--- config.mk ---
export PLATFORM = sky130hd
export DESIGN_NAME = avr_sram_bridge
export DESIGN_NICKNAME = d
export VERILOG_FILES = /design/src/rtl/avr_sram_bridge.sv
export SDC_FILE = /design/constraint.sdc
export NUM_CORES = 1
export LEC_CHECK = 0
export ABC_AREA = 0
export ABC_CLOCK_PERIOD_IN_PS = 5300
export CAP_MARGIN = 30
export CORE_ASPECT_RATIO = 1.25
export CORE_UTILIZATION = 49
export DETAILED_ROUTE_END_ITERATION = 8
export GPL_TIMING_DRIVEN = 0
export PLACE_DENSITY = 0.79
export SLEW_MARGIN = 40
export SYNTH_ARGS = -nofsm -noshare
export SYNTH_HDL_FRONTEND = slang
export SYNTH_SLANG_ARGS = --single-unit
--- constraint.sdc ---
create_clock -name avr_clk -period 5.3 [get_ports avr_clk]
set_input_delay 1.59 -clock avr_clk [delete_from_list [all_inputs] [get_ports avr_clk]]
set_output_delay 1.59 -clock avr_clk [all_outputs]
set_load 0.03 [all_outputs]
--- src/rtl/avr_sram_bridge.sv ---
// avr_sram_bridge: bridge between the AVR control bus and an external SRAM.
// The address is loaded serially (MSB first) while avr_sreg_en=0. When it is frozen,
// a falling avr_oe/avr_we strobe starts one SRAM read or write cycle. The SRAM strobe
// stays active for WAIT_STATES extra cycles. Data is buffered in both directions, and
// the address can optionally auto-increment.
//
// Ports:
//   avr_clk, avr_reset           clock (rising edge), async active-high reset
//   avr_si, avr_sreg_en          serial address input, shift(0)/freeze(1) select
//   avr_oe, avr_we               AVR read/write strobes, active low
//   avr_data_i/o, avr_data_oe    AVR-side data in/out and drive enable
//   sram_data_i/o, sram_data_oe  SRAM-side data in/out and drive enable
//   sram_addr                    SRAM address (the address register)
//   sram_ce_n/oe_n/we_n          SRAM control strobes, active low
//   busy                         high whenever the FSM is not idle
module avr_sram_bridge #(
    parameter int unsigned ADDR_WIDTH  = 21,
    parameter int unsigned DATA_WIDTH  = 8,
    parameter int unsigned WAIT_STATES = 1,
    parameter int unsigned AUTO_INC    = 1
) (
    input  logic                  avr_clk,
    input  logic                  avr_reset,
    input  logic                  avr_si,
    input  logic                  avr_sreg_en,
    input  logic                  avr_oe,
    input  logic                  avr_we,
    input  logic [DATA_WIDTH-1:0] avr_data_i,
    output logic [DATA_WIDTH-1:0] avr_data_o,
    output logic                  avr_data_oe,
    input  logic [DATA_WIDTH-1:0] sram_data_i,
    output logic [DATA_WIDTH-1:0] sram_data_o,
    output logic                  sram_data_oe,
    output logic [ADDR_WIDTH-1:0] sram_addr,
    output logic                  sram_ce_n,
    output logic                  sram_oe_n,
    output logic                  sram_we_n,
    output logic                  busy
);

    localparam int unsigned WAIT_W = 3;

    typedef enum logic [2:0] {
        S_IDLE    = 3'd0,
        S_RD      = 3'd1,
        S_RD_HOLD = 3'd2,
        S_WR      = 3'd3,
        S_WR_REC  = 3'd4,
        S_WR_HOLD = 3'd5,
        S_INC     = 3'd6
    } state_t;

    state_t                r_state;
    logic [ADDR_WIDTH-1:0] r_addr;
    logic [WAIT_W-1:0]     r_wait;
    logic [DATA_WIDTH-1:0] r_rd_buf;
    logic [DATA_WIDTH-1:0] r_wr_buf;
    logic                  r_oe_prev;
    logic                  r_we_prev;
    logic                  r_ce_n;
    logic                  r_oe_n;
    logic                  r_we_n;
    logic                  r_avr_data_oe;
    logic                  r_sram_data_oe;
    logic                  r_busy;

    logic                  w_oe_fall;
    logic                  w_we_fall;

    // A strobe falls when its registered previous value is 1 and its current value is 0.
    assign w_oe_fall = r_oe_prev & ~avr_oe;
    assign w_we_fall = r_we_prev & ~avr_we;

    // Control FSM; every output is set on the edge that enters the state it belongs to.
    always_ff @(posedge avr_clk or posedge avr_reset) begin
        if (avr_reset) begin
            r_state        <= S_IDLE;
            r_addr         <= '0;
            r_wait         <= '0;
            r_rd_buf       <= '0;
            r_wr_buf       <= '0;
            r_oe_prev      <= 1'b1;
            r_we_prev      <= 1'b1;
            r_ce_n         <= 1'b1;
            r_oe_n         <= 1'b1;
            r_we_n         <= 1'b1;
            r_avr_data_oe  <= 1'b0;
            r_sram_data_oe <= 1'b0;
            r_busy         <= 1'b0;
        end else begin
            r_oe_prev <= avr_oe;
            r_we_prev <= avr_we;
            case (r_state)
                S_IDLE: begin
                    if (!avr_sreg_en) begin
                        r_addr <= {r_addr[ADDR_WIDTH-2:0], avr_si};
                    end else if (w_we_fall) begin
                        // When both strobes fall together, the write wins and the read is dropped.
                        r_wr_buf       <= avr_data_i;
                        r_wait         <= WAIT_W'(WAIT_STATES);
                        r_state        <= S_WR;
                        r_ce_n         <= 1'b0;
                        r_we_n         <= 1'b0;
                        r_sram_data_oe <= 1'b1;
                        r_busy         <= 1'b1;
                    end else if (w_oe_fall) begin
                        r_wait  <= WAIT_W'(WAIT_STATES);
                        r_state <= S_RD;
                        r_ce_n  <= 1'b0;
                        r_oe_n  <= 1'b0;
                        r_busy  <= 1'b1;
                    end
                end
                S_RD: begin
                    if (r_wait == '0) begin
                        r_rd_buf      <= sram_data_i;
                        r_state       <= S_RD_HOLD;
                        r_oe_n        <= 1'b1;
                        r_avr_data_oe <= 1'b1;
                    end else begin
                        r_wait <= r_wait - WAIT_W'(1);
                    end
                end
                S_RD_HOLD: begin
                    if (avr_oe) begin
                        r_state       <= S_INC;
                        r_ce_n        <= 1'b1;
                        r_avr_data_oe <= 1'b0;
                    end
                end
                S_WR: begin
                    if (r_wait == '0) begin
                        r_state <= S_WR_REC;
                        r_we_n  <= 1'b1;
                    end else begin
                        r_wait <= r_wait - WAIT_W'(1);
                    end
                end
                S_WR_REC: begin
                    // Data stays driven for one cycle after we_n rises (SRAM hold time).
                    r_state        <= S_WR_HOLD;
                    r_ce_n         <= 1'b1;
                    r_sram_data_oe <= 1'b0;
                end
                S_WR_HOLD: begin
                    if (avr_we) begin
                        r_state <= S_INC;
                    end
                end
                S_INC: begin
                    if (AUTO_INC != 0) begin
                        r_addr <= r_addr + ADDR_WIDTH'(1);
                    end
                    r_state <= S_IDLE;
                    r_busy  <= 1'b0;
                end
                default: begin
                    r_state        <= S_IDLE;
                    r_ce_n         <= 1'b1;
                    r_oe_n         <= 1'b1;
                    r_we_n         <= 1'b1;
                    r_avr_data_oe  <= 1'b0;
                    r_sram_data_oe <= 1'b0;
                    r_busy         <= 1'b0;
                end
            endcase
        end
    end

    assign sram_addr    = r_addr;
    assign avr_data_o   = r_rd_buf;
    assign sram_data_o  = r_wr_buf;
    assign avr_data_oe  = r_avr_data_oe;
    assign sram_data_oe = r_sram_data_oe;
    assign sram_ce_n    = r_ce_n;
    assign sram_oe_n    = r_oe_n;
    assign sram_we_n    = r_we_n;
    assign busy         = r_busy;

endmodule

## Yosys cells after proc, flatten, opt, wreduce, memory -nomap -nowiden

Index checks and enable logic that the tools add are counted.

| word-level totals | value |
|---|---|
| flip-flop bits (word level) | 51 |
| output and inout port bits | 43 |

| cells by class | value |
|---|---|
| $add $sub $neg | 2 |
| eq/ne operators | 17 |
| mux-type cells | 35 |
| bitwise logic cells | 10 |
| reductions and logical operators | 22 |

Operators with widths:

| kind | number |
|---|---|
| $pmux W21 S2 | 1 |
| $mux W3 | 10 |
| $reduce_or A5 Y1 | 5 |
| $add A21 B1 Y21 const B | 1 |
| $mux W21 | 1 |
| $ne A2 B2 Y1 const B | 10 |
| $pmux W3 S6 | 1 |
| $mux W1 | 15 |
| $pmux W1 S3 | 4 |
| $reduce_and A3 Y1 | 4 |
| $reduce_and A4 Y1 | 3 |
| $eq A3 B3 Y1 const B | 3 |
| $not A1 Y1 | 8 |
| $eq A3 B2 Y1 const B | 2 |
| $logic_not A3 Y1 | 2 |
| $pmux W3 S2 | 1 |
| $reduce_and A6 Y1 | 1 |
| $reduce_and A5 Y1 | 1 |
| $pmux W1 S2 | 2 |
| $reduce_and A2 Y1 | 2 |
| $reduce_bool A2 Y1 | 2 |
| $reduce_or A4 Y1 | 1 |
| $eq A3 B1 Y1 const B | 1 |
| $ne A3 B3 Y1 const B | 1 |
| other kinds (3) | 4 |

## Longest topological paths before layout

| logic depth | value |
|---|---|
| word-level depth | 6 |
| mapped depth | 7 |
| mapped depth without buffers | 6 |

## Least setup slack after synthesis

Ideal clock, no wire load.

| path | value |
|---|---|
| path type | input to register |
| start point | input avr_sreg_en |
| end point | register r_addr[8] (netlist: sram_addr[8]) |
| library setup time | 0.144 ns |
| arrival | 2.537 ns |
| setup slack | 2.618 ns |
| cell stages on the path | 5 |
| path buffers | 2 |
| path through | or3b_1 -> buf_2 -> buf_1 -> o211ai_1 -> o311ai_1 |

| on the way | value |
|---|---|
| word-level cells in the longest chain between the ends | 2 |

Ends and longest elaborated chain:

| item | RTL line | source |
|---|---|---|
| start, declared | 25 | `input logic avr_sreg_en,` |
| $ne A2 B2 Y1 (no line) | - |  |
| $reduce_and A2 Y1 (no line) | - |  |
| end signal, assigned | 96 | `r_addr <= {r_addr[ADDR_WIDTH-2:0], avr_si};` |
| end signal, assigned | 152 | `r_addr <= r_addr + ADDR_WIDTH'(1);` |
| end, declared | 54 | `logic [ADDR_WIDTH-1:0] r_addr;` |

No other way between the ends.
A chain may end at the register's enable or synchronous reset.

## Worst setup path in the final report

| path | value |
|---|---|
| start point | input avr_sreg_en |
| end point | register r_addr[6] (netlist: sram_addr[6]) |

The elaborated chain is that of the path after synthesis.

==> results.md <==
- Critical path's top delay family: buffers and inverters
- Worst-margin pin slew: 0.5559 ns
- Sequential fraction of the synthesis area: 0.4653
- Max_cap viols: 0
- Fillers: 427
- Die Y: 85.86 um
- Clk slew on worst S/H paths: 0.10 ns
- Via count: 2351
- Total negative slack: 0 ns
- Initial core utilization: 0.5064
- Die span in x: 69.09 um
- Distinct cells, synth: 58
- Ratio of cells with drive above 1 in the final layout: 0.1543
- Initial antenna violation count: 0
- Post-DP HPWL: 4707 um
- Reg2reg end: r_wait[1]
- Die ar.: 5931 um2
- Slew headroom: 0.6260
- ANT nets after route: 0
- Grt total ovfl: 0
- Worst Skew: 0.01038 ns
- FF+latch count, synth: 51
- FF-to-FF Start: r_state[1]
- Total Routing Usage GR: 0.2359
- Multi-input logic area: 1390 um2
- First-pass GRT wire length: 11230 um
- Final Max Tran Viols: 0
- Most common cell in the netlist: dfrtp_1
- Total CTS buffers: 5
- Worst-Skew Late Latency: 0.31 ns
- Syn avg cell area: 10.44 um2
- Vias in the first global route: 2353
- Area leader, netlist: dfrtp_1
- # IOs: 65
- Hold buffers post-CTS: 0
- EDFF count, synth: 0
- FFs w/ async S/R, synth: 1.000
- Area grow syn2layout: 31.05%
- GP Congestion: 0.8290
- R2R setup slack: 3.13 ns
- Synth top area share: 0.4176
- Post-DR vias/cell: 5.863
- Cells after Synth: 264
- Ys Warns: 0
- Router iterations before antenna repair: 4
- HP Start: sram_oe_n
- Routed WL: 6414 um
- CP max stage cell: clkdlybuf4s50_1
- Final setup viols: 0
- RSZ-0062 raised after global routing: false
- Hold Path Sink: sram_oe_n
- Clk sink count: 51
- PD cells: 536.2 nW/um2
- CP required: 5.48 ns
- Synth top cells by count: 46 x dfrtp_1, 19 x a21oi_1, 19 x nand2_1
- Tmin final: 3.223 ns
- Syn_nets: 294
- Setup bufs post-CTS: 0
- Final Hold Vio Count: 0
- Hold Path Stages: 2
- CTS tree: done
- Endpoint type of the worst setup path: flop
- Cell Chain, Critical Path: clkdlybuf4s50_1 > or3b_1 > buf_2 > buf_1 > a21oi_1 > a21oi_1
- Max VDD drop: 0.3214 mV
- Fin nets: 366
- Main synth FF type: dfrtp_1
- Leakage power total: 1.464 nW
- CP max FO: 10
- Drt drc: 0
- Crit path buf inv count: 3
- Crit share post-route: 0.6082
- Critical path type: in2reg
- Status: completed
- Storage element area: 1282 um2
- Maximum number of pins on one net before global-route repair: 38
- Critical path's largest stage delay: 0.58 ns
- Top cells by area, synth: dfrtp_1 42%, mux2_2 6.5%, dfstp_2 4.8%, ha_1 3.6%, a21oi_1 3.4%
- Achievable clock frequency: 310.2 MHz
- HP Class: reg2reg
- Setup crit start kind: primary input
- PostCTS Resize Cnt: 0
- Hold slack: 0.4826 ns
- Clock Root Buffer: clkbuf_8
- Most used cell, CP: a21oi_1
- H-tree levels: 2
- Clock buffer depth: 2
- IO Port Bufs: 64
- Drt wl/cell: 16.00 um
- Worst Path Arrival: 3.41 ns
- Reg2Reg Depth: 7
- Core Area: 5443 um2
- Ant. Diodes: 0
- Netlist Area Pre-Place: 2756 um2
- DR iter-0 viols: 134
- Cell Rows: 30
[worst min-delay path: stages (launching register included)]
cell and delay, ns:
dfstp_2 0.38, o41ai_1 0.05, o21ai_1 0.06
[metrics by stage]
stage	instance area (um2)	util	setup WS (ns)	cells	total power, mW
floorplan	2756	-	2.489	264	1.309
global placement	3477	0.6389	1.462	392	1.640
detailed placement	3500	0.6430	1.723	393	1.666
CTS	3612	0.6637	2.079	401	1.947
global route	3612	0.6637	2.004	401	2.066
finish	3612	0.6637	2.077	401	1.937
[routing by layer]
metal,vias up,share of wire,global-route usage
li1,1131,-,-
met1,1143,0.43,0.2921
met2,67,0.51,0.4086
met3,10,0.046,0.05170
met4,0,0.018,0.07792
met5,-,0,0
[layout make-up]
type / instances / area share
plain buffers: 11 / 0.01489
clock buffers: 5 / 0.01905
clock inverters: 3 / 0.01212
inverters: 8 / 0.009006
multi-input cells: 194 / 0.3848
flip-flops and latches: 51 / 0.3550
well taps: 64 / 0.02217
repair buffers: 65 / 0.1829
[how the worst max path moves through the flow]
| stage | to | startpoint | cells after the start |
|---|---|---|---|
| 2_1_floorplan | avr_data_o[0] | avr_reset | 1 |
| 3_3_place_gp | sram_addr[17] | avr_reset | 2 |
| 3_5_place_dp | sram_addr[6] | avr_sreg_en | 6 |
| 4_1_cts | sram_addr[6] | avr_sreg_en | 6 |
| 5_1_grt | sram_addr[6] | avr_sreg_en | 6 |
| 6_report | sram_addr[6] | avr_sreg_en | 6 |
[flip-flops by register name, indices dropped and copies added, names as in the netlist]
register / cells
sram_addr: 21
avr_data_o: 8
sram_data_o: 8
r_state: 3
r_wait: 3
avr_data_oe: 1
busy: 1
r_oe_prev: 1
r_we_prev: 1
sram_ce_n: 1
sram_data_oe: 1
sram_oe_n: 1
sram_we_n: 1
[logic make-up (layout without fill, tap and decap cells)]
kind of cell    Yosys count  in the layout  synth area share
flops                    51             51            0.4653
fa+ha+maj                 8              8           0.03632
simple gates            100            100            0.2138
buf+inv                  19             92           0.03041
compound gates           63             63            0.1621
mux                      23             23           0.09215
[where the power goes]
group | leakage, nW | total [mW] | internal [mW] | switching (mW)
sequential | 0.651 | 0.632 | 0.520 | 0.113
combinational | 0.755 | 1.03 | 0.443 | 0.585
clock | 0.0581 | 0.276 | 0.141 | 0.136
total | 1.46 | 1.94 | 1.10 | 0.833
[cell usage in the layout, fill, tap and decap left out, types with 6 or more instances in the layout]
cell type        instances
nand4_1                  7
inv_1                    7
nand2_1                 19
nor2_1                  17
ha_1                     8
dfrtp_1                 46
nand2b_1                 6
clkdlybuf4s50_1         64
a21oi_1                 19
nand3_1                  7
mux2_2                  16
o21ai_0                  6
buf_2                    7
nor3_1                  11
(Power assumes the default switching activity.)
